`src/rtl/ps2_key_matrix.sv`:
```
// PS/2 set-2 keyboard front-end for the Galaksija core.
// Receives scancode frames, decodes make/break/extended sequences into a
// 64-entry key-state matrix and serves that matrix to the CPU read path.
module ps2_key_matrix #(
    parameter int TIMEOUT_CYCLES = 50000,
    parameter int SYNC_STAGES    = 3
) (
    input  logic       clk,
    input  logic       reset_n,
    input  logic       ps2_clk,
    input  logic       ps2_dat,
    input  logic       clear,
    input  logic       key_rd,
    input  logic [5:0] key_addr,
    output logic [7:0] key_out,
    output logic       scan_valid,
    output logic [7:0] scan_code,
    output logic       frame_err
);

    localparam int TMO_W = (TIMEOUT_CYCLES > 2) ? $clog2(TIMEOUT_CYCLES) : 1;
    localparam logic [TMO_W-1:0] TMO_LAST = TMO_W'(TIMEOUT_CYCLES - 1);

    typedef enum logic [1:0] {
        ST_IDLE  = 2'd0,
        ST_SHIFT = 2'd1,
        ST_CHECK = 2'd2
    } rx_state_t;

    // Odd parity holds when data plus parity bit carry an odd number of ones.
    function automatic logic odd_parity_ok(input logic [8:0] bits);
        return ^bits;
    endfunction

    // Scancode to Galaksija key index; bit 6 flags a mapped code.
    function automatic logic [6:0] map_key(input logic ext, input logic [7:0] code);
        logic [6:0] res;
        case ({ext, code})
            9'h01C: res = {1'b1, 6'd1};
            9'h032: res = {1'b1, 6'd2};
            9'h021: res = {1'b1, 6'd3};
            9'h023: res = {1'b1, 6'd4};
            9'h024: res = {1'b1, 6'd5};
            9'h02B: res = {1'b1, 6'd6};
            9'h034: res = {1'b1, 6'd7};
            9'h033: res = {1'b1, 6'd8};
            9'h043: res = {1'b1, 6'd9};
            9'h03B: res = {1'b1, 6'd10};
            9'h042: res = {1'b1, 6'd11};
            9'h04B: res = {1'b1, 6'd12};
            9'h03A: res = {1'b1, 6'd13};
            9'h031: res = {1'b1, 6'd14};
            9'h044: res = {1'b1, 6'd15};
            9'h04D: res = {1'b1, 6'd16};
            9'h015: res = {1'b1, 6'd17};
            9'h02D: res = {1'b1, 6'd18};
            9'h01B: res = {1'b1, 6'd19};
            9'h02C: res = {1'b1, 6'd20};
            9'h03C: res = {1'b1, 6'd21};
            9'h02A: res = {1'b1, 6'd22};
            9'h01D: res = {1'b1, 6'd23};
            9'h022: res = {1'b1, 6'd24};
            9'h035: res = {1'b1, 6'd25};
            9'h01A: res = {1'b1, 6'd26};
            9'h045: res = {1'b1, 6'd32};
            9'h016: res = {1'b1, 6'd33};
            9'h01E: res = {1'b1, 6'd34};
            9'h026: res = {1'b1, 6'd35};
            9'h025: res = {1'b1, 6'd36};
            9'h02E: res = {1'b1, 6'd37};
            9'h036: res = {1'b1, 6'd38};
            9'h03D: res = {1'b1, 6'd39};
            9'h03E: res = {1'b1, 6'd40};
            9'h046: res = {1'b1, 6'd41};
            9'h029: res = {1'b1, 6'd31};
            9'h05A: res = {1'b1, 6'd48};
            9'h076: res = {1'b1, 6'd49};
            9'h066: res = {1'b1, 6'd29};
            9'h012: res = {1'b1, 6'd53};
            9'h059: res = {1'b1, 6'd53};
            9'h175: res = {1'b1, 6'd27};
            9'h172: res = {1'b1, 6'd28};
            9'h16B: res = {1'b1, 6'd29};
            9'h174: res = {1'b1, 6'd30};
            default: res = 7'd0;
        endcase
        return res;
    endfunction

    logic [SYNC_STAGES-1:0] r_clk_sync;
    logic [SYNC_STAGES-1:0] r_dat_sync;
    logic                   r_clk_prev;
    rx_state_t              r_state;
    rx_state_t              w_state_next;
    logic [3:0]             r_bitcnt;
    logic [9:0]             r_shift;
    logic [TMO_W-1:0]       r_tmo;
    logic                   r_scan_valid;
    logic [7:0]             r_scan_code;
    logic                   r_frame_err;
    logic [63:0]            r_keys;
    logic                   r_brk;
    logic                   r_ext;
    logic [7:0]             r_key_out;

    logic                   w_clk_s;
    logic                   w_dat_s;
    logic                   w_fall;
    logic                   w_good;
    logic                   w_err;
    logic                   w_tmo_hit;
    logic [6:0]             w_map;

    assign w_clk_s = r_clk_sync[SYNC_STAGES-1];
    assign w_dat_s = r_dat_sync[SYNC_STAGES-1];
    assign w_fall  = r_clk_prev & ~w_clk_s;
    assign w_map   = map_key(r_ext, r_scan_code);

    // Bring the asynchronous PS/2 lines into the clk domain; idle level is high.
    always_ff @(posedge clk or negedge reset_n) begin
        if (!reset_n) begin
            r_clk_sync <= {SYNC_STAGES{1'b1}};
            r_dat_sync <= {SYNC_STAGES{1'b1}};
            r_clk_prev <= 1'b1;
        end else begin
            r_clk_sync <= {r_clk_sync[SYNC_STAGES-2:0], ps2_clk};
            r_dat_sync <= {r_dat_sync[SYNC_STAGES-2:0], ps2_dat};
            r_clk_prev <= w_clk_s;
        end
    end

    // Receiver state register.
    always_ff @(posedge clk or negedge reset_n) begin
        if (!reset_n) begin
            r_state <= ST_IDLE;
        end else begin
            r_state <= w_state_next;
        end
    end

    // Receiver next-state logic plus the good/error/timeout events it raises.
    always_comb begin
        w_state_next = r_state;
        w_good       = 1'b0;
        w_err        = 1'b0;
        w_tmo_hit    = 1'b0;
        case (r_state)
            ST_IDLE: begin
                if (w_fall) begin
                    if (!w_dat_s) begin
                        w_state_next = ST_SHIFT;
                    end else begin
                        w_err = 1'b1;
                    end
                end else begin
                    w_state_next = ST_IDLE;
                end
            end
            ST_SHIFT: begin
                if (w_fall) begin
                    if (r_bitcnt == 4'd9) begin
                        w_state_next = ST_CHECK;
                    end else begin
                        w_state_next = ST_SHIFT;
                    end
                end else if (r_tmo == TMO_LAST) begin
                    // Device stalled mid-frame: drop it silently.
                    w_tmo_hit    = 1'b1;
                    w_state_next = ST_IDLE;
                end else begin
                    w_state_next = ST_SHIFT;
                end
            end
            ST_CHECK: begin
                w_state_next = ST_IDLE;
                if (odd_parity_ok(r_shift[8:0]) && r_shift[9]) begin
                    w_good = 1'b1;
                end else begin
                    w_err = 1'b1;
                end
            end
            default: begin
                w_state_next = ST_IDLE;
            end
        endcase
    end

    // Shift data/parity/stop LSB-first and count edges within a frame.
    always_ff @(posedge clk or negedge reset_n) begin
        if (!reset_n) begin
            r_bitcnt <= 4'd0;
            r_shift  <= 10'd0;
        end else if (r_state == ST_SHIFT && w_fall) begin
            r_bitcnt <= r_bitcnt + 4'd1;
            r_shift  <= {w_dat_s, r_shift[9:1]};
        end else if (r_state != ST_SHIFT) begin
            r_bitcnt <= 4'd0;
        end else begin
            r_bitcnt <= r_bitcnt;
        end
    end

    // Inactivity counter: restarts on each falling edge, runs only mid-frame.
    always_ff @(posedge clk or negedge reset_n) begin
        if (!reset_n) begin
            r_tmo <= '0;
        end else if (w_fall || w_tmo_hit || r_state != ST_SHIFT) begin
            r_tmo <= '0;
        end else begin
            r_tmo <= r_tmo + TMO_W'(1);
        end
    end

    // Registered receiver outputs: one-cycle pulses and the last good byte.
    always_ff @(posedge clk or negedge reset_n) begin
        if (!reset_n) begin
            r_scan_valid <= 1'b0;
            r_frame_err  <= 1'b0;
            r_scan_code  <= 8'h00;
        end else begin
            r_scan_valid <= w_good;
            r_frame_err  <= w_err;
            if (w_good) begin
                r_scan_code <= r_shift[7:0];
            end else begin
                r_scan_code <= r_scan_code;
            end
        end
    end

    // Sequence decoder and key matrix; clear takes priority over a decode.
    always_ff @(posedge clk or negedge reset_n) begin
        if (!reset_n) begin
            r_keys <= 64'd0;
            r_brk  <= 1'b0;
            r_ext  <= 1'b0;
        end else if (clear) begin
            r_keys <= 64'd0;
            r_brk  <= 1'b0;
            r_ext  <= 1'b0;
        end else if (r_scan_valid) begin
            if (r_scan_code == 8'hF0) begin
                r_brk <= 1'b1;
            end else if (r_scan_code == 8'hE0) begin
                r_ext <= 1'b1;
            end else begin
                if (w_map[6]) begin
                    r_keys[w_map[5:0]] <= ~r_brk;
                end
                r_brk <= 1'b0;
                r_ext <= 1'b0;
            end
        end
    end

    // CPU read port: registered lookup of the matrix as it stood before this edge.
    always_ff @(posedge clk or negedge reset_n) begin
        if (!reset_n) begin
            r_key_out <= 8'hFF;
        end else if (key_rd) begin
            r_key_out <= r_keys[key_addr] ? 8'hFE : 8'hFF;
        end else begin
            r_key_out <= r_key_out;
        end
    end

    assign key_out    = r_key_out;
    assign scan_valid = r_scan_valid;
    assign scan_code  = r_scan_code;
    assign frame_err  = r_frame_err;

endmodule

```
`config.mk`:
```
export PLATFORM = sky130hd
export DESIGN_NAME = ps2_key_matrix
export DESIGN_NICKNAME = d
export VERILOG_FILES = /design/src/rtl/ps2_key_matrix.sv
export SDC_FILE = /design/constraint.sdc
export NUM_CORES = 1
export LEC_CHECK = 0
export CAP_MARGIN = 20
export CORE_MARGIN = 4
export CORE_UTILIZATION = 40
export CTS_BUF_LIST = sky130_fd_sc_hd__clkbuf_2 sky130_fd_sc_hd__clkbuf_4 sky130_fd_sc_hd__clkbuf_8
export DETAILED_ROUTE_END_ITERATION = 7
export PLACE_DENSITY_LB_ADDON = 0.1
export SLEW_MARGIN = 20
export SYNTH_ARGS = -nofsm -noshare
export SYNTH_HDL_FRONTEND = slang
export SYNTH_SLANG_ARGS = --single-unit
```
`constraint.sdc`:
```
create_clock -name clk -period 6.8 [get_ports clk]
set_input_delay 1.36 -clock clk [delete_from_list [all_inputs] [get_ports clk]]
set_output_delay 1.36 -clock clk [all_outputs]
set_load 0.01 [all_outputs]
```
==> flow_metrics.env, run 1 <==
export IMPL_synth_seq_cells=116
export IMPL_postCtsHoldBufs=0
export IMPL_grtUsageTotal_pct=19.61
export IMPL_wire_per_inst_um=19.32
export IMPL_fin_skew_ns=0.009219
export IMPL_crit_arrival_ns=4.26
export IMPL_syn2layout_area_growth_pct=11.37
export IMPL_cp_required_ns=7.15
export IMPL_dp_hpwl_um=11510
export IMPL_netlist_area_um2=6396
export IMPL_drv_cap=0
export IMPL_via_count=4920
export IMPL_grt_pass1_wl_um=27650
export IMPL_drt_first_pass_iters=5
export IMPL_initial_utilization_pct=41.46
export IMPL_clk_latency_ns=0.43
export IMPL_cts_buffers_inserted=17
export IMPL_finalCriticalPeriod_ns=3.919
export IMPL_ctsRootBufferMaster="clkbuf_8"
export IMPL_diodes=0
export IMPL_m1WireLength_um=7995
export IMPL_fp_row_count=45
export IMPL_max_freq_mhz=255.2
export IMPL_hold_viol_final=0
export IMPL_finalMaxSlewViolations=0
export IMPL_worstMarginPinSlew_ns=1.049
export IMPL_leakagePower_nw=2.924
export IMPL_timing_rr_start="scan_code[1]"
export IMPL_io_pins=30
export IMPL_netlist_cell_type_count=63
export IMPL_postSynth_asyncResetShare_pct=100.0
export IMPL_start_kind="flip-flop"
export IMPL_clock_sinks=116
export IMPL_yosys_warnings=0
export IMPL_synth_top_area_share_pct=42.25
export IMPL_final_nets=666
export IMPL_cts_max_path_buffers=2
export IMPL_die_h_um=134.5
export IMPL_hp_class="flip-flop to flip-flop"
export IMPL_powerDensity_nw_per_um2=236.5
export IMPL_synthTopCellsByCount="dfrtp_1 (108), nand2_1 (78), nor2_1 (54)"
export IMPL_criticalPathCategory="flip-flop to flip-flop"
export IMPL_drc=0
export IMPL_yosys_cell_count_top_type="dfrtp_1"
export IMPL_seq_area_frac_synth_pct=45.54
export IMPL_synth_edf_count=0
export IMPL_drive_above_1_share_pct=14.91
export IMPL_grt_ovfl_total=0
export IMPL_cts_tree="done"
export IMPL_yosys_area_top_type="dfrtp_1"
export IMPL_top_layer="met4"
export IMPL_grt_max_degree=72
export IMPL_slew_headroom_pct=29.06
export IMPL_portBuffers=22
export IMPL_coreArea_um2=15430
export IMPL_cp_startpoint="scan_code[1]"
export IMPL_first_global_vias=4895
export IMPL_met2_length_um=7699
export IMPL_synth_area_leaders="dfrtp_1 (42%), mux4_2 (7.4%), nand2_1 (4.6%), mux2_2 (3.5%), o21ai_0 (3.5%)"
export IMPL_antenna_found_initial=0
export IMPL_endpoint_kind="flip-flop"
export IMPL_fin_crit_sh_pct=57.63
export IMPL_dieArea_um2=18080
export IMPL_cts_setup_buffers=0
export IMPL_ctsResizeCount=0
export IMPL_outcome="finished, final reports clean"
export IMPL_ir_drop_mv=0.1528
export IMPL_synthCells=648
export IMPL_drt_total_wl_um=16910
export IMPL_reg2reg_slack_ns=2.88
export IMPL_wl_met3_um=694
export IMPL_htree_levels=4
export IMPL_holdWs_ns=0.3577
export IMPL_synthFlopType="dfrtp_1"
export IMPL_rsz0062_at_grt="no"
export IMPL_dieWidth_um=134.5
export IMPL_drt_iter0_drc=341
export IMPL_crit_fanout=27
export IMPL_viasPerCell=5.623
export IMPL_tns_ns=0
export IMPL_clk_pin_slew_worst_paths_ns=0.08
export IMPL_hp_start="r_clk_sync[1]"
export IMPL_syn_area_per_cell_um2=9.871
export IMPL_antenna_left=0
export IMPL_gp_congestion=0.8648
export IMPL_setup_violations=0
-- power breakdown --
group          switching (mW)  internal [mW]
sequential             0.0538          0.744
clock                   0.309          0.340
combinational           0.121          0.118
-- critical path: stages (launching register included) --
cell and delay (ns):
dfrtp_1 0.90, nor4b_1 0.92, nand3_1 0.26, o211ai_1 0.22, o21bai_1 0.34, o311ai_4 0.14, buf_4 0.26, nor2_2 0.41
a22oi_1 0.16, o21ai_0 0.18
-- flip-flops by register name (all words and copies together), names as in the netlist --
name	count
r_shift	10
frame_err	1
r_keys	64
scan_valid	1
r_clk_sync	3
r_brk	1
scan_code	8
r_clk_prev	1
r_ext	1
r_state	2
key_out	1
r_bitcnt	4
r_dat_sync	3
r_tmo	16
-- cell usage in the layout, fill, tap and decap left out, types with 5 or more instances in the layout --
master | Yosys | layout
dfrtp_1 | 108 | 108
mux2i_1 | 5 | 5
nor3b_1 | 5 | 5
buf_4 | 7 | 7
a21oi_1 | 32 | 32
o21ai_0 | 45 | 45
mux4_2 | 21 | 21
clkbuf_8 | 0 | 18
nor2b_1 | 31 | 31
mux2_2 | 20 | 20
nor2_1 | 54 | 54
and2_1 | 6 | 6
nor3_1 | 10 | 10
inv_1 | 8 | 8
nand2_1 | 78 | 78
xnor2_1 | 15 | 15
a22oi_1 | 12 | 12
nand3_1 | 26 | 26
clkdlybuf4s50_1 | 0 | 19
nand2b_1 | 5 | 5
dfstp_2 | 8 | 8
and3b_1 | 5 | 5
xor2_1 | 13 | 13
and3_1 | 5 | 5
conb_1 | 1 | 7
nand4_1 | 14 | 14
-- cell families after synthesis --
family	after synthesis	share of synthesized area [%]
other cells	1	0.05863
mux	46	11.70
fa+ha+maj	3	0.5869
simple gates	272	22.07
compound gates	125	12.25
buf+inv	57	3.971
flops	116	45.54
xor+xnor	28	3.834
-- metrics by stage --
step	total power [mW]	util (%)	worst slack, ns	cell area [um^2]	instances
2_1_floorplan	0.9840	-	2.833	6419	654
3_3_place_gp	1.045	43.58	2.459	6724	843
3_5_place_dp	1.052	43.60	2.379	6726	843
4_1_cts	1.709	46.20	2.865	7128	875
5_1_grt	1.768	46.17	2.571	7123	875
6_report	1.685	46.17	2.881	7123	875
-- worst paths after layout --
kind                                       to  cells after the start
worst max register to register     r_keys[35]                      9
worst min register to register  r_clk_sync[2]                      0
max in group asynchronous          r_keys[26]                      2
worst min-delay path            r_clk_sync[2]                      0
min in group asynchronous        scan_code[1]                      1
worst max-delay path               r_keys[35]                      9
-- final cells by class --
| cell class | instances | area, um^2 |
|---|---|---|
| clock inverters | 14 | 153.9 |
| flip-flops and latches | 116 | 2913 |
| multi-input cells | 481 | 3267 |
| well taps | 211 | 264.0 |
| inverters | 8 | 30.03 |
| fillers | 1463 | 8304 |
| clock buffers | 18 | 247.7 |
| repair buffers | 27 | 247.7 |
-- routing by layer --
metal / GRT usage, % / up-vias
met4: 7.296 / 0
met2: 29.66 / 121
met3: 4.061 / 39
met5: 0 / -
li1: - / 2314
met1: 27.94 / 2446
Note: power is estimated with default switching activity, not from simulation.
==> run 2: changes to the inputs <==
- clock period: 6.8 -> 3.9 ns (I/O delays scaled with it)
==> run 2 against run 1 <==
Total power up 81%. Critical path type unchanged. Via count up 2.8%. Largest power group unchanged. Clock power up 91%. Clock-buffer cell count up 2. Cell count up 2.4%.
==> flow_metrics.env, run 2 (same netlist as run 1, synthesis figures left out) <==
export IMPL_grt_max_degree=71
export IMPL_io_pins=30
export IMPL_layout_setup_ws_ns=0.4530
export IMPL_htree_levels=4
export IMPL_endpoint_kind="flip-flop"
export IMPL_drt_total_wl_um=17050
export IMPL_ctsResizeCount=0
export IMPL_final_nets=687
export IMPL_dp_hpwl_um=12030
export IMPL_worstMarginPinSlew_ns=1.022
export IMPL_crit_chain="nor4bb_2 -> nand3_1 -> a311oi_1 -> or4_1 -> o311ai_4 -> nor2_2 -> a22oi_1 -> o21ai_0"
export IMPL_fin_skew_ns=0.01394
export IMPL_reg2reg_depth=8
export IMPL_gp_congestion=0.9006
export IMPL_reg2reg_slack_ns=0.45
export IMPL_slew_headroom_pct=30.91
export IMPL_grt_pass1_wl_um=28100
export IMPL_outcome="finished, final reports clean"
export IMPL_grt_ovfl_total=0
export IMPL_fp_row_count=45
export IMPL_cp_endpoint="r_keys[2]"
export IMPL_timing_rr_start="scan_code[1]"
export IMPL_ctsRootBufferMaster="clkbuf_8"
export IMPL_postCtsHoldBufs=0
export IMPL_dp_cells=864
export IMPL_grtUsageTotal_pct=19.99
export IMPL_wire_per_inst_um=19.02
export IMPL_portBuffers=22
export IMPL_fin_cells=896
export IMPL_final_common_cell="dfrtp_1"
export IMPL_drive_above_1_share_pct=17.37
export IMPL_coreArea_um2=15430
export IMPL_rsz0062_at_grt="no"
export IMPL_reg_top3="r_keys: 64 flops, r_tmo: 16 flops, r_shift: 10 flops"
export IMPL_diodes=0
export IMPL_cts_max_path_buffers=2
export IMPL_clk_latency_ns=0.43
export IMPL_r2r_end="r_keys[2]"
export IMPL_finalCriticalPeriod_ns=3.447
export IMPL_leakagePower_nw=3.053
export IMPL_via_count=5057
export IMPL_drv_cap=0
export IMPL_final_cell_mix="dfrtp_1 (108), nand2_1 (78), nor2_1 (54)"
export IMPL_cp_required_ns=4.23
export IMPL_die_h_um=134.5
export IMPL_dieWidth_um=134.5
export IMPL_cts_setup_buffers=0
export IMPL_max_stage_delay_ns=0.95
export IMPL_top_register="r_keys"
export IMPL_fin_crit_sh_pct=88.38
export IMPL_antenna_left=0
export IMPL_hold_viol_final=0
export IMPL_cp_startpoint="scan_code[1]"
export IMPL_crit_arrival_ns=3.78
export IMPL_setup_violations=0
export IMPL_drt_iter0_drc=464
export IMPL_viasPerCell=5.644
export IMPL_hp_class="flip-flop to flip-flop"
export IMPL_drc=0
export IMPL_drt_first_pass_iters=7
export IMPL_start_kind="flip-flop"
export IMPL_syn2layout_area_growth_pct=14.71
export IMPL_cts_buffers_inserted=17
export IMPL_n_fill_cell=1495
export IMPL_first_global_vias=4952
export IMPL_antenna_found_initial=0
export IMPL_max_freq_mhz=290.1
export IMPL_crit_fanout=12
export IMPL_criticalPathCategory="flip-flop to flip-flop"
export IMPL_clk_pin_slew_worst_paths_ns=0.08
export IMPL_tns_ns=0
export IMPL_ir_drop_mv=0.2991
export IMPL_slowest_stage="nor4bb_2"
export IMPL_powerDensity_nw_per_um2=415.8
export IMPL_largest_reg_flops=64
export IMPL_dpl_instance_area_um2=6894
export IMPL_initial_utilization_pct=41.46
export IMPL_fin_area_um2=7337
export IMPL_cts_tree="done"
export IMPL_clock_sinks=116
export IMPL_p_total_mw=3.051
export IMPL_dieArea_um2=18080
export IMPL_finalMaxSlewViolations=0
export IMPL_dpl_worst_slack_ns=0.4898
==> run 2: per-layer routing <==
layer / vias up / routed length (um) / share of wire [%] / global-route usage, %
li1: 2365 / - / - / -
met1: 2519 / 7824 / 46 / 27.73
met2: 151 / 8055 / 47 / 31.17
met3: 22 / 827 / 4.9 / 4.806
met4: 0 / 338 / 2.0 / 6.222
met5: - / 0 / 0 / 0
==> run 2: worst min path at each step <==
stage	start	end	slack, ns	depth (start not counted)
after floorplan	r_clk_sync[0]	r_clk_sync[1]	0.35	0
after global placement	r_clk_sync[1]	r_clk_sync[2]	0.35	0
after detailed placement	r_dat_sync[0]	r_dat_sync[1]	0.35	0
after CTS	r_dat_sync[0]	r_dat_sync[1]	0.36	0
after global routing	r_dat_sync[0]	r_dat_sync[1]	0.36	0
final	r_dat_sync[0]	r_dat_sync[1]	0.36	0
==> run 2: metrics by stage <==
step           hold slack, ns  utilization (%)
2_1_floorplan          0.3452                -
3_3_place_gp           0.3459            44.65
3_5_place_dp           0.3469            44.69
4_1_cts                0.3577            47.56
5_1_grt                0.3591            47.56
6_report               0.3569            47.56
==> run 2: layout make-up <==
type	count	area, um^2	area share [%]
multi-input combinational	481	3267	44.53
clock inverter	12	180.2	2.456
sequential	116	2913	39.70
inverter	8	30.03	0.4093
tap	211	264.0	3.598
clock buffer	20	262.8	3.581
timing repair buffer	48	420.4	5.730
==> run 2: critical path, delay by kind of cell (launching register included) <==
family	cells	cell delay, ns
compound gates	4	0.98
flops	1	0.52
simple gates	4	1.84
==> run 2: power by group <==
group / total [mW] / internal [mW] / switching, mW
Clock: 1.24 / 0.730 / 0.508
Combinational: 0.422 / 0.210 / 0.212
Sequential: 1.39 / 1.30 / 0.0935
Total: 3.05 / 2.24 / 0.813
==> run 3: changes to the inputs <==
- SKIP_CTS_REPAIR_TIMING: not set -> 1
==> results of run 3 <==
Same layout as run 2: the final DEF is identical, and so are final timing and power.
==> RTL edit 1, RTL diff (config.mk and constraints of run 1) <==
Set the parameter `TIMEOUT_CYCLES` to 25000 (it was 50000).
--- a/src/rtl/ps2_key_matrix.sv
+++ b/src/rtl/ps2_key_matrix.sv
@@ -3,5 +3,5 @@
 // 64-entry key-state matrix and serves that matrix to the CPU read path.
 module ps2_key_matrix #(
-    parameter int TIMEOUT_CYCLES = 50000,
+    parameter int TIMEOUT_CYCLES = 25000,
     parameter int SYNC_STAGES    = 3
 ) (
Check against the original RTL: same outputs for any inputs over 10 cycles, from zero or initial values and one cycle with reset_n low; that may be too few to reach the edited logic, so the function may still have changed.
==> RTL edit 1 against run 1 <==
Combinational power is 9.6% higher. Synthesized area is 2.0% higher. Power is 1.2% higher. Sequential cell count is 1 lower. Critical path type unchanged. Global-route usage is 1.7 points lower. Synthesized cell count is 1.4% lower. Setup slack better by 0.22 ns. First-iteration DRC count is 30% higher. Routed wire length is 6.2% lower. Die area is 1.9% higher. Sequential share of layout area is 0.60 points lower. Design area is 0.61% higher.
==> RTL edit 1: results <==
[global_route]
grtUsageMet2 = 0.274
antenna_found_initial = 1
grt_pass1_wl_mm = 25.9
grt_util_met3 = 0.0409
grt_pass1_vias = 4682
gr-usage-all-layers = 0.179

[yosys]
ys_types = 69
synth_seq_area_share = 0.443
synth_compound_area_frac = 0.0924
synthXorXnorAreaFrac = 0.0282

[placed_design]
dp_slack_ns = 2.44
dp.cells = 835

[setup_path]
worstPathMaxFanout = 16
crit_path_max_incr_delay_ns = 0.69
worstReg2RegEnd = r_keys[7]$_DFFE_PN0P_
reg2reg_depth = 8

[timing]
period_share = 0.544
max-slew-margin-rel = 0.272

[final_layout]
stdcell_count = 867
reg.largest.list = r_keys (64), r_tmo (15), r_shift (10)
multi_input_area_share = 0.466
seq_cell_count = 115
clk_share = 0.0517
buffers = 28
multi_input_cells = 463
nets = 653
seq_share = 0.403

[pwr]
p_switching_uw = 513

[drt]
met2_length_mm = 7.23
top_layer = met5
dr.first_iter.drc_count = 445

[run_status]
status = complete, no violations
==> RTL edit 1: how the worst min path moves through the flow <==
stage | from | endpoint | slack (ns)
final | r_clk_sync[0]$_DFF_PN1_ | r_clk_sync[1]$_DFF_PN1_ | 0.36
after global routing | r_clk_sync[0]$_DFF_PN1_ | r_clk_sync[1]$_DFF_PN1_ | 0.36
after floorplan | r_clk_sync[0]$_DFF_PN1_ | r_clk_sync[1]$_DFF_PN1_ | 0.35
after global placement | r_dat_sync[1]$_DFF_PN1_ | r_dat_sync[2]$_DFF_PN1_ | 0.35
after detailed placement | r_clk_sync[0]$_DFF_PN1_ | r_clk_sync[1]$_DFF_PN1_ | 0.35
after CTS | r_dat_sync[1]$_DFF_PN1_ | r_dat_sync[2]$_DFF_PN1_ | 0.36
==> RTL edit 1: power groups by stage <==
stage,combinational (mW),clock [mW],sequential [mW]
CTS,0.266,0.634,0.828
finish,0.262,0.613,0.829
detailed placement,0.263,0,0.840
floorplan,0.212,0,0.815
global placement,0.259,0,0.840
global route,0.290,0.664,0.838
==> RTL edit 2, RTL diff (config.mk and constraints of run 1) <==
Made on the original files. Add an input register stage for `ps2_dat`, `clear`, `key_rd` and `key_addr`, without a reset; this delays them by one clock.
--- a/src/rtl/ps2_key_matrix.sv
+++ b/src/rtl/ps2_key_matrix.sv
@@ -27,4 +27,16 @@
         ST_CHECK = 2'd2
     } rx_state_t;
+
+    logic ps2_dat_q;
+    logic clear_q;
+    logic key_rd_q;
+    logic [5:0] key_addr_q;
+
+    always_ff @(posedge clk) begin
+        ps2_dat_q  <= ps2_dat;
+        clear_q    <= clear;
+        key_rd_q   <= key_rd;
+        key_addr_q <= key_addr;
+    end
 
     // Odd parity holds when data plus parity bit carry an odd number of ones.
@@ -125,5 +137,5 @@
         end else begin
             r_clk_sync <= {r_clk_sync[SYNC_STAGES-2:0], ps2_clk};
-            r_dat_sync <= {r_dat_sync[SYNC_STAGES-2:0], ps2_dat};
+            r_dat_sync <= {r_dat_sync[SYNC_STAGES-2:0], ps2_dat_q};
             r_clk_prev <= w_clk_s;
         end
@@ -235,5 +247,5 @@
             r_brk  <= 1'b0;
             r_ext  <= 1'b0;
-        end else if (clear) begin
+        end else if (clear_q) begin
             r_keys <= 64'd0;
             r_brk  <= 1'b0;
@@ -258,6 +270,6 @@
         if (!reset_n) begin
             r_key_out <= 8'hFF;
-        end else if (key_rd) begin
-            r_key_out <= r_keys[key_addr] ? 8'hFE : 8'hFF;
+        end else if (key_rd_q) begin
+            r_key_out <= r_keys[key_addr_q] ? 8'hFE : 8'hFF;
         end else begin
             r_key_out <= r_key_out;
Function: changed (Yosys sat finds a counterexample within 10 cycles, from zero or initial values and one cycle with reset_n low).
==> RTL edit 2 against run 1 <==
Routed wire length is 0.95% higher. Non-clock buffer count increased by 2. Worst hold slack worse by 0.057 ns. Combinational power fell by 8%. Sequential cell count increased by 9. Design area rose by 4.1%. Maximum frequency increased by 3.0%. Power is 2.6% higher. Setup slack better by 0.12 ns. Sequential power rose by 6.1%. Synthesized cell count increased by 3.9%. Via count up 3.1%. Synthesized area grew 4.7%.
==> RTL edit 2: results <==
[final_layout]
nets = 688
nFillCells = 1554
stdcell_count = 906
drive_above_1_share = 0.150
multi_input_area_sq_um = 3350

[pwr]
p_leak_nw = 2.93
irDropWorstVdd_uv = 193
sw_frac_of_total = 0.262
seq_power_share = 0.490
power_density_nw_per_um2 = 233
clk-power_uw = 662

[timing]
fin_hold_ws_ns = 0.301
skew_ns = 0.0143
max-slew-margin-rel = 0.321
setup_slack_ns = 3.00

[hold_path]
hold_end = r_dat_sync[0]$_DFF_PN1_
min_from = ps2_dat_q$_DFF_P_

[setup_path]
crit_path_max_incr_delay_ns = 0.85
crit_path_start = scan_code[4]$_DFFE_PN0P_
crit_arrival_ns = 4.15
reg2reg_depth = 8
worstReg2RegEnd = r_keys[20]$_DFFE_PN0P_
worstPathMaxFanout = 15
critPathSlowestCell = a311oi_2
reg2reg_slack_ns = 3.00

[drt]
drt-total-wl_mm = 17.1
dr.first_iter.drc_count = 337
viasPerCell = 5.60
met1_length_mm = 7.77
met2_length_mm = 7.89
wl_met3_um = 937

[placed_design]
place_area_sq_um = 7020
gp_congestion = 0.944
dp_hpwl_mm = 11.4
dp.cells = 874
dp_slack_ns = 3.13

[run]
cap_violations = 0

[global_route]
grt_start_max_net_pins = 77
grt_use_met1 = 0.260
grt_pass1_wl_mm = 28.0
grt_util_met3 = 0.0526
gr-usage-all-layers = 0.193
grt_pass1_vias = 5061

[yosys]
synth_common_cells = dfrtp_1, nand2_1, nor2_1
syn_inst = 673
ys_top_cells_by_area = dfrtp_1, mux4_2, nand2_1, dfstp_2, nor3_1
synthArstFlopShare = 0.928
ys_types = 68

[cts]
numCtsBuffers = 17
cts.sink_count = 125

[run_status]
status = complete, no violations
-- RTL edit 2: cell count changes after synthesis, moves of 8 or more --
cell / run 1 / this run
nor3_1: 10 / 41
o21ai_0: 45 / 18
o21ai_1: 1 / 33
a22oi_1: 12 / 2
nand2b_1: 5 / 13
nand3_1: 26 / 8
mux2i_1: 5 / 16
clkbuf_1: 29 / 21
nor2_1: 54 / 42
dfxtp_1: 0 / 9
-- RTL edit 2: final cells by class --
type	count	area share
clock buffer	25	0.0422
clock inverter	7	0.0121
inverter	7	0.00354
multi-input combinational	493	0.452
sequential	125	0.417
tap	220	0.0371
timing repair buffer	29	0.0364
-- RTL edit 2: cell families after synthesis --
kind of cell | count (synthesis) | synth area share
and+or+nand+nor | 274 | 0.211
AOI/OAI and AO/OA | 126 | 0.117
DFF | 125 | 0.462
buffers and inverters | 61 | 0.0420
muxes | 55 | 0.125
xor gates and xnor gates | 28 | 0.0366
adders and majority gates | 3 | 0.00560
other | 1 | 0.000560
